**config.mk**
```make
export PLATFORM = sky130hd
export DESIGN_NAME = fetch_if_id_stage
export DESIGN_NICKNAME = d
export VERILOG_FILES = /design/src/rtl/fetch_if_id_stage.sv
export SDC_FILE = /design/constraint.sdc
export NUM_CORES = 1
export LEC_CHECK = 0
export CAP_MARGIN = 10
export CORE_MARGIN = 2
export CORE_UTILIZATION = 57
export CTS_BUF_LIST = sky130_fd_sc_hd__clkbuf_4 sky130_fd_sc_hd__clkbuf_8
export CTS_CLUSTER_DIAMETER = 40
export CTS_CLUSTER_SIZE = 40
export DETAILED_ROUTE_END_ITERATION = 8
export GPL_TIMING_DRIVEN = 0
export MAX_ROUTING_LAYER = met4
export PLACE_DENSITY_LB_ADDON = 0.2
export SKIP_LAST_GASP = 1
export SYNTH_ARGS = -nofsm -noshare
export SYNTH_HDL_FRONTEND = slang
export SYNTH_SLANG_ARGS = --single-unit
```
**constraint.sdc**
```tcl
create_clock -name clk -period 6.1 [get_ports clk]
set_input_delay 1.22 -clock clk [delete_from_list [all_inputs] [get_ports clk]]
set_output_delay 1.22 -clock clk [all_outputs]
set_load 0.02 [all_outputs]
```
**src/rtl/fetch_if_id_stage.sv**
```systemverilog
// Small circular FIFO with synchronous clear; head is combinational from storage.
// Latency: push visible at head one cycle later; no bypass.
// Backpressure: none internally -- callers guarantee no push when full, no pop when empty.
module fetch_if_id_fifo #(
    parameter int W     = 32,
    parameter int DEPTH = 4
) (
    input  logic                   clk,
    input  logic                   rst,
    input  logic                   i_clr,
    input  logic                   i_push_vld,
    input  logic [W-1:0]           i_push_dat,
    input  logic                   i_pop_vld,
    output logic [W-1:0]           o_head_dat,
    output logic [$clog2(DEPTH):0] o_count
);
    localparam int AW = $clog2(DEPTH);

    logic [W-1:0]  r_mem [DEPTH];
    logic [AW-1:0] r_wr_ptr;
    logic [AW-1:0] r_rd_ptr;
    logic [AW:0]   r_count;

    always_ff @(posedge clk or posedge rst) begin
        if (rst) begin
            r_wr_ptr <= '0;
            r_rd_ptr <= '0;
            r_count  <= '0;
        end else if (i_clr) begin
            r_wr_ptr <= '0;
            r_rd_ptr <= '0;
            r_count  <= '0;
        end else begin
            if (i_push_vld) begin
                r_wr_ptr <= r_wr_ptr + AW'(1);
            end
            if (i_pop_vld) begin
                r_rd_ptr <= r_rd_ptr + AW'(1);
            end
            r_count <= r_count + (AW+1)'(i_push_vld) - (AW+1)'(i_pop_vld);
        end
    end

    always_ff @(posedge clk) begin
        if (i_push_vld && !i_clr) begin
            r_mem[r_wr_ptr] <= i_push_dat;
        end
    end

    assign o_head_dat = r_mem[r_rd_ptr];
    assign o_count    = r_count;
endmodule

// Fetch stage + IF/ID register: issues in-order imem requests, tags them with an epoch,
// buffers matching responses and feeds decode. Latency: request -> decode >= 3 cycles.
// Backpressure: credits (outstanding + buffered < FIFO_DEPTH) gate requests; stall_d holds IF/ID.
module fetch_if_id_stage #(
    parameter logic [31:0] RESET_PC   = 32'h0000_0000,
    parameter int          FIFO_DEPTH = 4
) (
    input  logic        clk,
    input  logic        rst,
    output logic        imem_req_valid,
    input  logic        imem_req_ready,
    output logic [31:0] imem_req_addr,
    input  logic        imem_rsp_valid,
    input  logic [31:0] imem_rsp_data,
    input  logic        stall_d,
    input  logic        redirect_valid,
    input  logic [31:0] redirect_pc,
    output logic [31:0] instr_d,
    output logic [31:0] pc_d,
    output logic [31:0] pc_plus4_d,
    output logic        valid_d
);
    localparam int          CW  = $clog2(FIFO_DEPTH) + 1;
    localparam logic [31:0] NOP = 32'h0000_0013;

    logic [31:0]   r_pc_f;
    logic          r_epoch;
    logic [31:0]   r_instr_d;
    logic [31:0]   r_pc_d;
    logic [31:0]   r_pc_plus4_d;
    logic          r_valid_d;

    logic [CW-1:0] w_outstanding;
    logic [CW-1:0] w_count;
    logic [CW:0]   w_credit_used;
    logic [32:0]   w_tag_head;
    logic [63:0]   w_ins_head;
    logic          w_req_fire;
    logic          w_rsp_ok;
    logic          w_ins_push;
    logic          w_ins_pop;
    logic [31:0]   w_redir_pc;

    assign w_credit_used  = {1'b0, w_outstanding} + {1'b0, w_count};
    assign imem_req_valid = !rst && !redirect_valid && (w_credit_used < (CW+1)'(FIFO_DEPTH));
    assign imem_req_addr  = r_pc_f;
    assign w_req_fire     = imem_req_valid && imem_req_ready;
    // A response with nothing outstanding has no tag to match and is ignored.
    assign w_rsp_ok       = imem_rsp_valid && (w_outstanding != '0);
    assign w_ins_push     = w_rsp_ok && !redirect_valid && (w_tag_head[32] == r_epoch);
    assign w_ins_pop      = !redirect_valid && !stall_d && (w_count != '0);
    assign w_redir_pc     = redirect_pc & 32'hFFFF_FFFC;

    fetch_if_id_fifo #(.W(33), .DEPTH(FIFO_DEPTH)) u_tag_q (
        .clk        (clk),
        .rst        (rst),
        .i_clr      (1'b0),
        .i_push_vld (w_req_fire),
        .i_push_dat ({r_epoch, r_pc_f}),
        .i_pop_vld  (w_rsp_ok),
        .o_head_dat (w_tag_head),
        .o_count    (w_outstanding)
    );

    fetch_if_id_fifo #(.W(64), .DEPTH(FIFO_DEPTH)) u_ins_q (
        .clk        (clk),
        .rst        (rst),
        .i_clr      (redirect_valid),
        .i_push_vld (w_ins_push),
        .i_push_dat ({w_tag_head[31:0], imem_rsp_data}),
        .i_pop_vld  (w_ins_pop),
        .o_head_dat (w_ins_head),
        .o_count    (w_count)
    );

    always_ff @(posedge clk or posedge rst) begin
        if (rst) begin
            r_pc_f  <= RESET_PC;
            r_epoch <= 1'b0;
        end else if (redirect_valid) begin
            r_pc_f  <= w_redir_pc;
            r_epoch <= ~r_epoch;
        end else if (w_req_fire) begin
            r_pc_f  <= r_pc_f + 32'd4;
        end
    end

    // Bubbles keep pc_d/pc_plus4_d so a flushed slot still reports its last PC.
    always_ff @(posedge clk or posedge rst) begin
        if (rst) begin
            r_instr_d    <= NOP;
            r_pc_d       <= '0;
            r_pc_plus4_d <= '0;
            r_valid_d    <= 1'b0;
        end else if (redirect_valid || (!stall_d && (w_count == '0))) begin
            r_instr_d    <= NOP;
            r_valid_d    <= 1'b0;
        end else if (w_ins_pop) begin
            r_instr_d    <= w_ins_head[31:0];
            r_pc_d       <= w_ins_head[63:32];
            r_pc_plus4_d <= w_ins_head[63:32] + 32'd4;
            r_valid_d    <= 1'b1;
        end
    end

    assign instr_d    = r_instr_d;
    assign pc_d       = r_pc_d;
    assign pc_plus4_d = r_pc_plus4_d;
    assign valid_d    = r_valid_d;
endmodule
```
# --- After elaboration in Yosys (flattened, before gate mapping) ---
# Memories as Yosys holds them, arrays and structs flattened.
# Cells that the tools add are included.
totals:
  register_bits: 144
  input_bits: 70
  mem_bits_rw: 388
  out_inout_bits: 130
  n_memories: 2
  word_cells: 66
op_classes:
  reduce_logical: 22
  order_cmp: 1
  n_eq_ne: 1
  bitwise: 2
  n_mux: 15
  add_sub_neg: 11
memory_table:
  columns: ["memory", "words", "word_bits", "rd", "rd_ports_with_merged_regs", "write_ports", "line", "text"]
  rows:
  - ["u_ins_q.r_mem", 4, 64, 1, 0, 1, "19", "logic [W-1:0] r_mem [DEPTH];"]
  - ["u_tag_q.r_mem", 4, 33, 1, 0, 1, "19", null]
ops:
  columns: ["op", "n"]
  rows:
  - ["two-way mux 32 bit", 4]
  - ["adder 32 x 3 -> 32 bit, second input constant", 2]
  - ["logical AND 1 bit", 10]
  - ["adder 2 x 1 -> 2 bit, second input constant", 4]
  - ["two-way mux 2 bit", 4]
  - ["nonzero test 2 bit", 4]
  - ["adder 3 x 1 -> 3 bit", 2]
  - ["two-way mux 1 bit", 6]
  - ["nonzero test 3 bit", 2]
  - ["subtractor 3 x 1 -> 3 bit", 2]
  - ["adder 3 x 3 -> 4 bit", 1]
  - ["< comparator 4 x 3 -> 1 bit, second input constant", 1]
  - ["zero test 1 bit", 3]
  - ["zero test 3 bit", 1]
  - ["two-way mux 3 bit", 1]
  - ["inverter 1 bit", 2]
  - ["AND reduction 2 bit", 1]
  - ["== test 1 bit", 1]
  - ["logical OR 1 bit", 1]

# --- Longest topological paths before layout ---
# Gate-level depths: netlist (run 1).
depth:
  depth_word: 7
  mapped_depth: 13
  mapped_depth_nobuf: 12

# --- Cells and area by module ---
# From an unflattened synthesis (run 1), not the netlist that was laid out.
hier_totals:
  hier_cells: 1206
  area_unflattened_um2: 20913.8
modules_own_cells:
  columns: ["module", "area_per_inst_um2", "cells_per_inst", "seq_area_each_um2", "n_inst"]
  rows:
  - ["fetch_if_id_fifo (u_ins_q)", 9691.8, 373, 7862.5, 1]
  - ["fetch_if_id_stage", 5979.5, 622, 3156.8, 1]
  - ["fetch_if_id_fifo (u_tag_q)", 5242.5, 211, 4139.0, 1]

# --- Least setup slack after synthesis (run 1) ---
# OpenSTA, ideal clock, no wires.
synth_timing:
  path_kind: "input to register"
  startpoint: "in rst"
  endpoint: "reg u_tag_q.r_count[2], in the netlist u_tag_q.o_count[2]"
  required_time_ns: 5.977
  path_stages: 11
  setup_slack_ns: 2.341
  setup_time_ns: 0.123
  t_arrival_ns: 3.636
  path_buffers: 2
  cell_sequence: "or4_4 -> nor3_4 -> and2_4 -> buf_12 -> inv_6 -> clkbuf_1 -> ha_1 -> inv_1 -> ha_1 -> fa_1 -> xnor2_1"
synth_via:
  elab_chain_len: 6
synth_lines:
  columns: ["element", "line", "text"]
  rows:
  - ["start, declared", "62", "input logic rst,"]
  - ["zero test 1 bit (no source line)", null, null]
  - ["logical AND 1 bit (2 in a row)", "98", "assign imem_req_valid = !rst && !redirect_valid && (w_credit_used < (CW+1)'(FIFO_DEPTH));"]
  - ["named net imem_req_valid", "63", "output logic imem_req_valid,"]
  - ["logical AND 1 bit", "100", "assign w_req_fire = imem_req_valid && imem_req_ready;"]
  - ["adder 3 x 1 -> 3 bit", "40", "r_count <= r_count + (AW+1)'(i_push_vld) - (AW+1)'(i_pop_vld);"]
  - ["subtractor 3 x 1 -> 3 bit", "40", null]
  - ["end signal, assigned", "40", null]
  - ["end, declared", "22", "logic [AW:0] r_count;"]
# The timed path passes the listed nets, and every way through them passes these cells.
# A chain may end at the register's enable or synchronous reset.

# --- Worst setup path in the final report (run 1) ---
layout_timing:
  startpoint: "in rst"
  endpoint: "out imem_req_valid"
layout_via:
  elab_chain_len: 3
layout_lines:
  columns: ["element", "line"]
  rows:
  - ["zero test 1 bit (no source line)", null]
  - ["logical AND 1 bit (2 in a row)", "98"]
  - ["end, declared", "63"]
# No other way between the ends.

==> results of run 1 <==
cells in the mapped netlist (2+ instances only):
library cell	instances	area share
and4_1	6	0.0026
a22o_1	29	0.013
or3_1	3	0.00094
inv_1	20	0.0038
nor4b_1	2	0.00088
nand3_1	27	0.0068
mux4_2	93	0.11
nor4_1	8	0.0025
nor2_1	24	0.0045
nor3b_1	2	0.00075
xnor2_1	32	0.014
nand2_1	169	0.032
mux2i_1	2	0.0010
nand4_1	13	0.0041
o21ai_0	43	0.011
a21oi_1	4	0.0010
a31oi_1	2	0.00063
a221o_1	4	0.0020
xor2_1	15	0.0066
fa_1	2	0.0020
dfrtp_1	135	0.17
o211ai_1	8	0.0030
and2_1	6	0.0019
nor3_1	6	0.0015
o22a_1	3	0.0013
buf_6	2	0.0011
clkbuf_1	32	0.0060
nor2b_1	2	0.00063
buf_4	9	0.0034
a21o_1	3	0.0011
ha_1	16	0.010
dfstp_2	3	0.0040
edfxtp_1	372	0.56
and3_1	10	0.0031
buf_1	8	0.0015
a31o_2	2	0.00088
o21ai_1	7	0.0018
buf_2	6	0.0015
nor4_4	2	0.0021
per-layer routing:
layer,routed length (um),track usage,share of wire,vias up
li1,-,-,-,4930
met1,17900,0.335,0.43,5645
met2,20700,0.393,0.50,378
met3,2430,0.0327,0.058,63
met4,703,0.0584,0.017,0
met5,0,-,0,-
critical path, cell delays in order:
cell	delay, ns
clkdlybuf4s50_1	0.50
or4_4	0.56
nor3_4	0.26
clkdlybuf4s50_1	0.65
state kept, by name, indices dropped and copies added, names as in the netlist, 3 cells and up:
register and cells:
imem_req_addr 30, instr_d 32, pc_d 30, pc_plus4_d 30
u_ins_q.o_count 3, u_ins_q.r_mem 248, u_tag_q.o_count 3, u_tag_q.r_mem 124
final cells by class:
class | instances | area (um2)
buffer | 59 | 305
clock inverter | 39 | 450
sequential | 510 | 14600
clock buffer | 59 | 781
multi-input combinational | 565 | 4930
fill | 2297 | 10700
inverter | 22 | 92.6
timing repair buffer | 196 | 2040
tap | 455 | 569
kinds of logic after synthesis:
family | Yosys count
buffers and inverters | 81
adders and majority gates | 18
and+or+nand+nor | 287
other | 1
AOI/OAI and AO/OA | 112
muxes | 95
DFF | 510
xor gates and xnor gates | 47
worst max-delay path by stage:
stage	slack, ns	start	endpoint	depth (start not counted)
after floorplan	1.19	rst	imem_req_addr[10]$_DFFE_PP0P_	1
after global placement	-1.30	rst	pc_d[11]$_DFFE_PP0P_	2
after detailed placement	1.47	redirect_valid	u_ins_q.o_count[2]$_DFF_PP0_	12
after CTS	1.65	rst	imem_req_valid	4
after global routing	1.61	rst	imem_req_valid	4
final	1.68	rst	imem_req_valid	4
metrics by stage:
| step | area (um2) | utilization | instances |
|---|---|---|---|
| 4_1_cts | 23800 | 0.691 | 1905 |
| 3_3_place_gp | 22400 | 0.650 | 1802 |
| 5_1_grt | 23800 | 0.691 | 1905 |
| 2_1_floorplan | 19900 | - | 1156 |
| 6_report | 23800 | 0.691 | 1905 |
| 3_5_place_dp | 22600 | 0.655 | 1807 |
where the power goes:
part	internal (mW)	total [mW]	switching (mW)
combinational	1.23	2.71	1.48
sequential	4.35	4.64	0.289
clock	1.15	2.44	1.29
total	6.73	9.79	3.06
==> implementation parameters, run 1 <==
Parameter                              Value

Run status
  Status    complete, no violations

Power and ir drop
  Cell leakage power    around 8.4 nW
  Maximum ir drop on the vdd rail    0.218 mV
  Power Dens Cells    412 nW/um2
  Final Power    9.79 mW

Timing
  Normalized max-slew margin    0.376
  Number of hold-slack violations in the final timing report    0
  Highest clock rate    roughly 0.23 GHz
  Setup violations, final    0
  Period utilisation layout    0.724
  Setup TNS Final    0 ns
  Worst hold slack    approximately 0.48 ns
  Least-Margin Pin Slew    0.936 ns
  Worst setup margin    1.68 ns
  Minimum clock period after layout    4.42 ns
  Unrepaired setup endpoints after global routing    false
  Worst Clk Skew    around 0.054 ns
  Final slew viol count    0

Setup path
  Kind of launch point of the worst setup path    primary input
  Startpoint of the worst register-to-register path    u_tag_q.o_count[2]$_DFF_PP0_
  R2R setup slack    between 2 and 3 ns
  Worst reg-to-reg path cell count    12
  Kind of capture point of the worst setup path    output port
  Worst path arrival time    3.20 ns
  Category of the critical setup timing path    primary input to output port
  Critical Path RT    4.88 ns
  Largest fanout of any net on the critical path    6
  Reg-to-reg critical path endpoint    u_tag_q.o_count[2]$_DFF_PP0_

Place
  Pre-CTS WS    1.47 ns
  Count of port buffers added during placement    roughly 190
  Final estimated routing congestion in global placement    between 0.8 and 0.9
  Total half-perimeter wirelength after legalization and detailed placement    27900 um

Route
  Iter 0 DRT Violations    roughly 800
  Detail Route Antenna Nets    0
  Drt via density    5.78
  DR pass1 iterations    5
  DR WL/cell    21.9 um
  Post-Route WL    between 40000 and 50000 um
  Vias    approximately 11000
  Final routed DRC violation total    0

Logic synthesis
  Post-Synth Adder-Cell Area    0.0121
  Syn_area_per_cell    between 15 and 20 um2
  XOR/XNOR share of the synthesized area    0.0207
  Compound-cell area share of the yosys netlist    0.0382
  Share of synthesized area occupied by flip-flops and latches    0.735
  Netlist cell types    58
  Most common flop cell mapped by yosys    edfxtp_1
  Count of synthesis-stage warnings from yosys    0
  Simple-gate portion of the synthesized area    0.0684
  Multiplexer area fraction after synthesis    0.106
  Seq cells post-synth    510
  Number of enable-type register cells in the synthesized netlist    ~370
  Synthesized cell area    19900 um2
  Fraction of synthesis flops using an asynchronous set or reset pin    0.271
  Mapped Cells    around 1200
  Dominant combinational cell family by area after synthesis    multiplexers

Clock network
  CTS clk-pin slew, worst paths    0.08 ns
  Number of buffers added by the clock tree synthesis step    52
  Total number of H-tree levels    2
  Total clock sinks    510
  CTS tree    done
  Deepest clock path buffer count    3
  Later-pin clock latency in the skew report    0.65 ns
  Setup fix buffers added after clock tree synthesis    0
  Count of cells resized by post-cts repair    0
  CTS hold repair buffers    0
  Clock root buffer    clkbuf_8

Worst hold path
  Worst min-delay path category    flop to flop
  Endpoint with the worst hold slack    pc_d[2]$_DFFE_PP0P_
  Number of cells traversed by the worst hold path    2
  Hold Path Origin    pc_d[2]$_DFFE_PP0P_

Finish
  Commonest cells after routing, fill and taps aside    372 x edfxtp_1, 191 x clkdlybuf4s50_1, 169 x nand2_1, 135 x dfrtp_1, 93 x mux4_2
  Proportion of layout cells with a drive suffix above 1    0.159
  Growth of design area from synthesis to finish    19.5%
  Number of nets at the end of the flow    1494
  Antenna Cells    0
  Leading cell type in the layout, fill and taps excluded    edfxtp_1

Global route
  Antenna violations before repair    0
  Number of global-route vias before repair    11278
  Global-route wire length before repair    64800 um
  Aggregate global-route resource usage    0.243
  Remaining Overflow, GRT    0
  Pin count of the biggest net entering global routing    90

Floorplan
  I/O Pins    200
  Die Footprint    ~36000 um2
  Overall die width    roughly 190 um
  Overall die height    approximately 190 um
  Initial Util    0.578
  Number of core rows    between 60 and 70
  Core footprint    34500 um2

Job
  Max-cap violations    0
No activity file was read; power rests on OpenSTA's default activity.
==> run 2, diff against run 1 <==
clock period = 4.2 ns   (was 6.1 ns; I/O delays follow)
==> run 2 against run 1 <==
Effect of this change: flip-flop and latch count unchanged; clock skew fell by 0.031 ns; die area is the same.
==> implementation parameters, run 2 (synthesized netlist as in run 1, its figures left out) <==
Parameter                              Value

Run status
  Status    complete, no violations

Place
  Pre-CTS WS    -0.0617 ns
  Count of port buffers added during placement    191
  Final estimated routing congestion in global placement    0.867
  Total half-perimeter wirelength after legalization and detailed placement    27700 um
  Number of cells after detailed placement    1810

Floorplan
  I/O Pins    200
  Overall die width    191 um
  Die Footprint    ~36000 um2
  Core footprint    34500 um2
  Initial Util    0.578
  Overall die height    191 um
  Number of core rows    68

Global route
  Global-route wire length before repair    about 65000 um
  Number of global-route vias before repair    11438
  Aggregate global-route resource usage    0.246
  Pin count of the biggest net entering global routing    59
  Antenna violations before repair    0
  Remaining Overflow, GRT    0

Timing
  Setup TNS Final    0 ns
  Normalized max-slew margin    0.387
  Final slew viol count    0
  Unrepaired setup endpoints after global routing    false
  Highest clock rate    0.273 GHz
  Worst Clk Skew    0.0231 ns
  Number of hold-slack violations in the final timing report    0
  Setup violations, final    0
  Minimum clock period after layout    3.67 ns
  Worst setup margin    0.534 ns
  Period utilisation layout    0.873
  Least-Margin Pin Slew    0.919 ns

Setup path
  Kind of capture point of the worst setup path    flop
  Largest fanout of any net on the critical path    10
  Kind of launch point of the worst setup path    primary input
  Worst path arrival time    4.17 ns
  Category of the critical setup timing path    primary input to flop
  Critical Path RT    around 4.7 ns

Finish
  Antenna Cells    0
  Leading cell type in the layout, fill and taps excluded    edfxtp_1
  Max reg flops    248
  Final cell count without fillers    1917
  Commonest cells after routing, fill and taps aside    372 x edfxtp_1, 191 x clkdlybuf4s50_1, 169 x nand2_1, 135 x dfrtp_1, 93 x mux4_2
  Number of nets at the end of the flow    1502
  Proportion of layout cells with a drive suffix above 1    0.171
  Top register by number of flip-flops    u_ins_q.r_mem
  Fin util    0.696
  Growth of design area from synthesis to finish    20.5%

Clock network
  CTS tree    done
  Total clock sinks    510
  Setup fix buffers added after clock tree synthesis    0
  CTS hold repair buffers    0
  Later-pin clock latency in the skew report    0.66 ns
  Count of cells resized by post-cts repair    0
  Total number of H-tree levels    2
  Clock root buffer    clkbuf_8
  Deepest clock path buffer count    3
  Number of buffers added by the clock tree synthesis step    57
  CTS clk-pin slew, worst paths    0.08 ns

Route
  DR pass1 iterations    7
  DR WL/cell    21.9 um
  Drt via density    between 5 and 6
  Iter 0 DRT Violations    between 1000 and 1500
  Post-Route WL    around 42000 um
  Final routed DRC violation total    0
  Vias    11056
  Detail Route Antenna Nets    0

Power and ir drop
  Power Dens Cells    approximately 600 nW/um2
  Maximum ir drop on the vdd rail    roughly 0.42 mV
  Cell leakage power    8.54 nW
  Final Power    14.5 mW

Worst hold path
  Worst min-delay path category    flop to flop

Job
  Max-cap violations    0
## run 2: routing by layer
layer / routed length, um / part of all wire / GRT usage
met1: 18000 / 0.43 / 0.339
met2: 20300 / 0.49 / 0.384
met3: 2410 / 0.058 / 0.0323
met4: 1150 / 0.027 / 0.0856
met5: 0 / 0 / -
## run 2: power by group
| group | total, mW | internal (mW) | switching, mW | leakage [nW] |
|---|---|---|---|---|
| Clock | 3.82 | 1.80 | 2.02 | 0.687 |
| Combinational | 3.95 | 1.80 | 2.15 | 2.74 |
| Sequential | 6.74 | 6.31 | 0.425 | 5.11 |
## run 2: metrics by stage
| stage | hold WS [ns] | cell area, um2 |
|---|---|---|
| finish | 0.481 | 24000 |
| global route | 0.513 | 24000 |
| CTS | 0.485 | 24000 |
| detailed placement | 0.466 | 22600 |
| global placement | 0.460 | 22400 |
| floorplan | 0.493 | 19900 |
## run 2: final cells by class
| class | instances | area (um2) |
|---|---|---|
| Buffer | 59 | 305 |
| Clock buffer | 62 | 828 |
| Clock inverter | 45 | 542 |
| Fill cell | 2274 | 10500 |
| Inverter | 22 | 91.3 |
| Multi-Input combinational cell | 565 | 4930 |
| Sequential cell | 510 | 14600 |
| Tap cell | 455 | 569 |
| Timing Repair Buffer | 199 | 2100 |
## run 2: worst max-delay path, stage by stage
cell and delay, ns:
clkdlybuf4s50_1 0.57, or3_1 0.54, clkbuf_1 0.29, clkinv_1 0.20
clkbuf_1 0.56, ha_1 0.35, inv_1 0.06, ha_1 0.13
inv_1 0.05, fa_1 0.37, xnor2_1 0.16, nor2_1 0.05
## run 2: worst paths after layout
kind / from / slack, ns / cells after the start / endpoint
worst max-delay path: redirect_valid / 0.53 / 12 / u_ins_q.o_count[2]$_DFF_PP0_
worst min-delay path: pc_d[20]$_DFFE_PP0P_ / 0.48 / 2 / pc_d[20]$_DFFE_PP0P_
worst max register to register: u_ins_q.o_count[1]$_DFF_PP0_ / 0.84 / 12 / u_ins_q.o_count[2]$_DFF_PP0_
worst min register to register: pc_d[20]$_DFFE_PP0P_ / 0.48 / 2 / pc_d[20]$_DFFE_PP0P_
max in group asynchronous: rst / 2.83 / 5 / pc_plus4_d[11]$_DFFE_PP0P_
min in group asynchronous: rst / 0.62 / 3 / u_ins_q.r_rd_ptr[1]$_DFFE_PP0P_
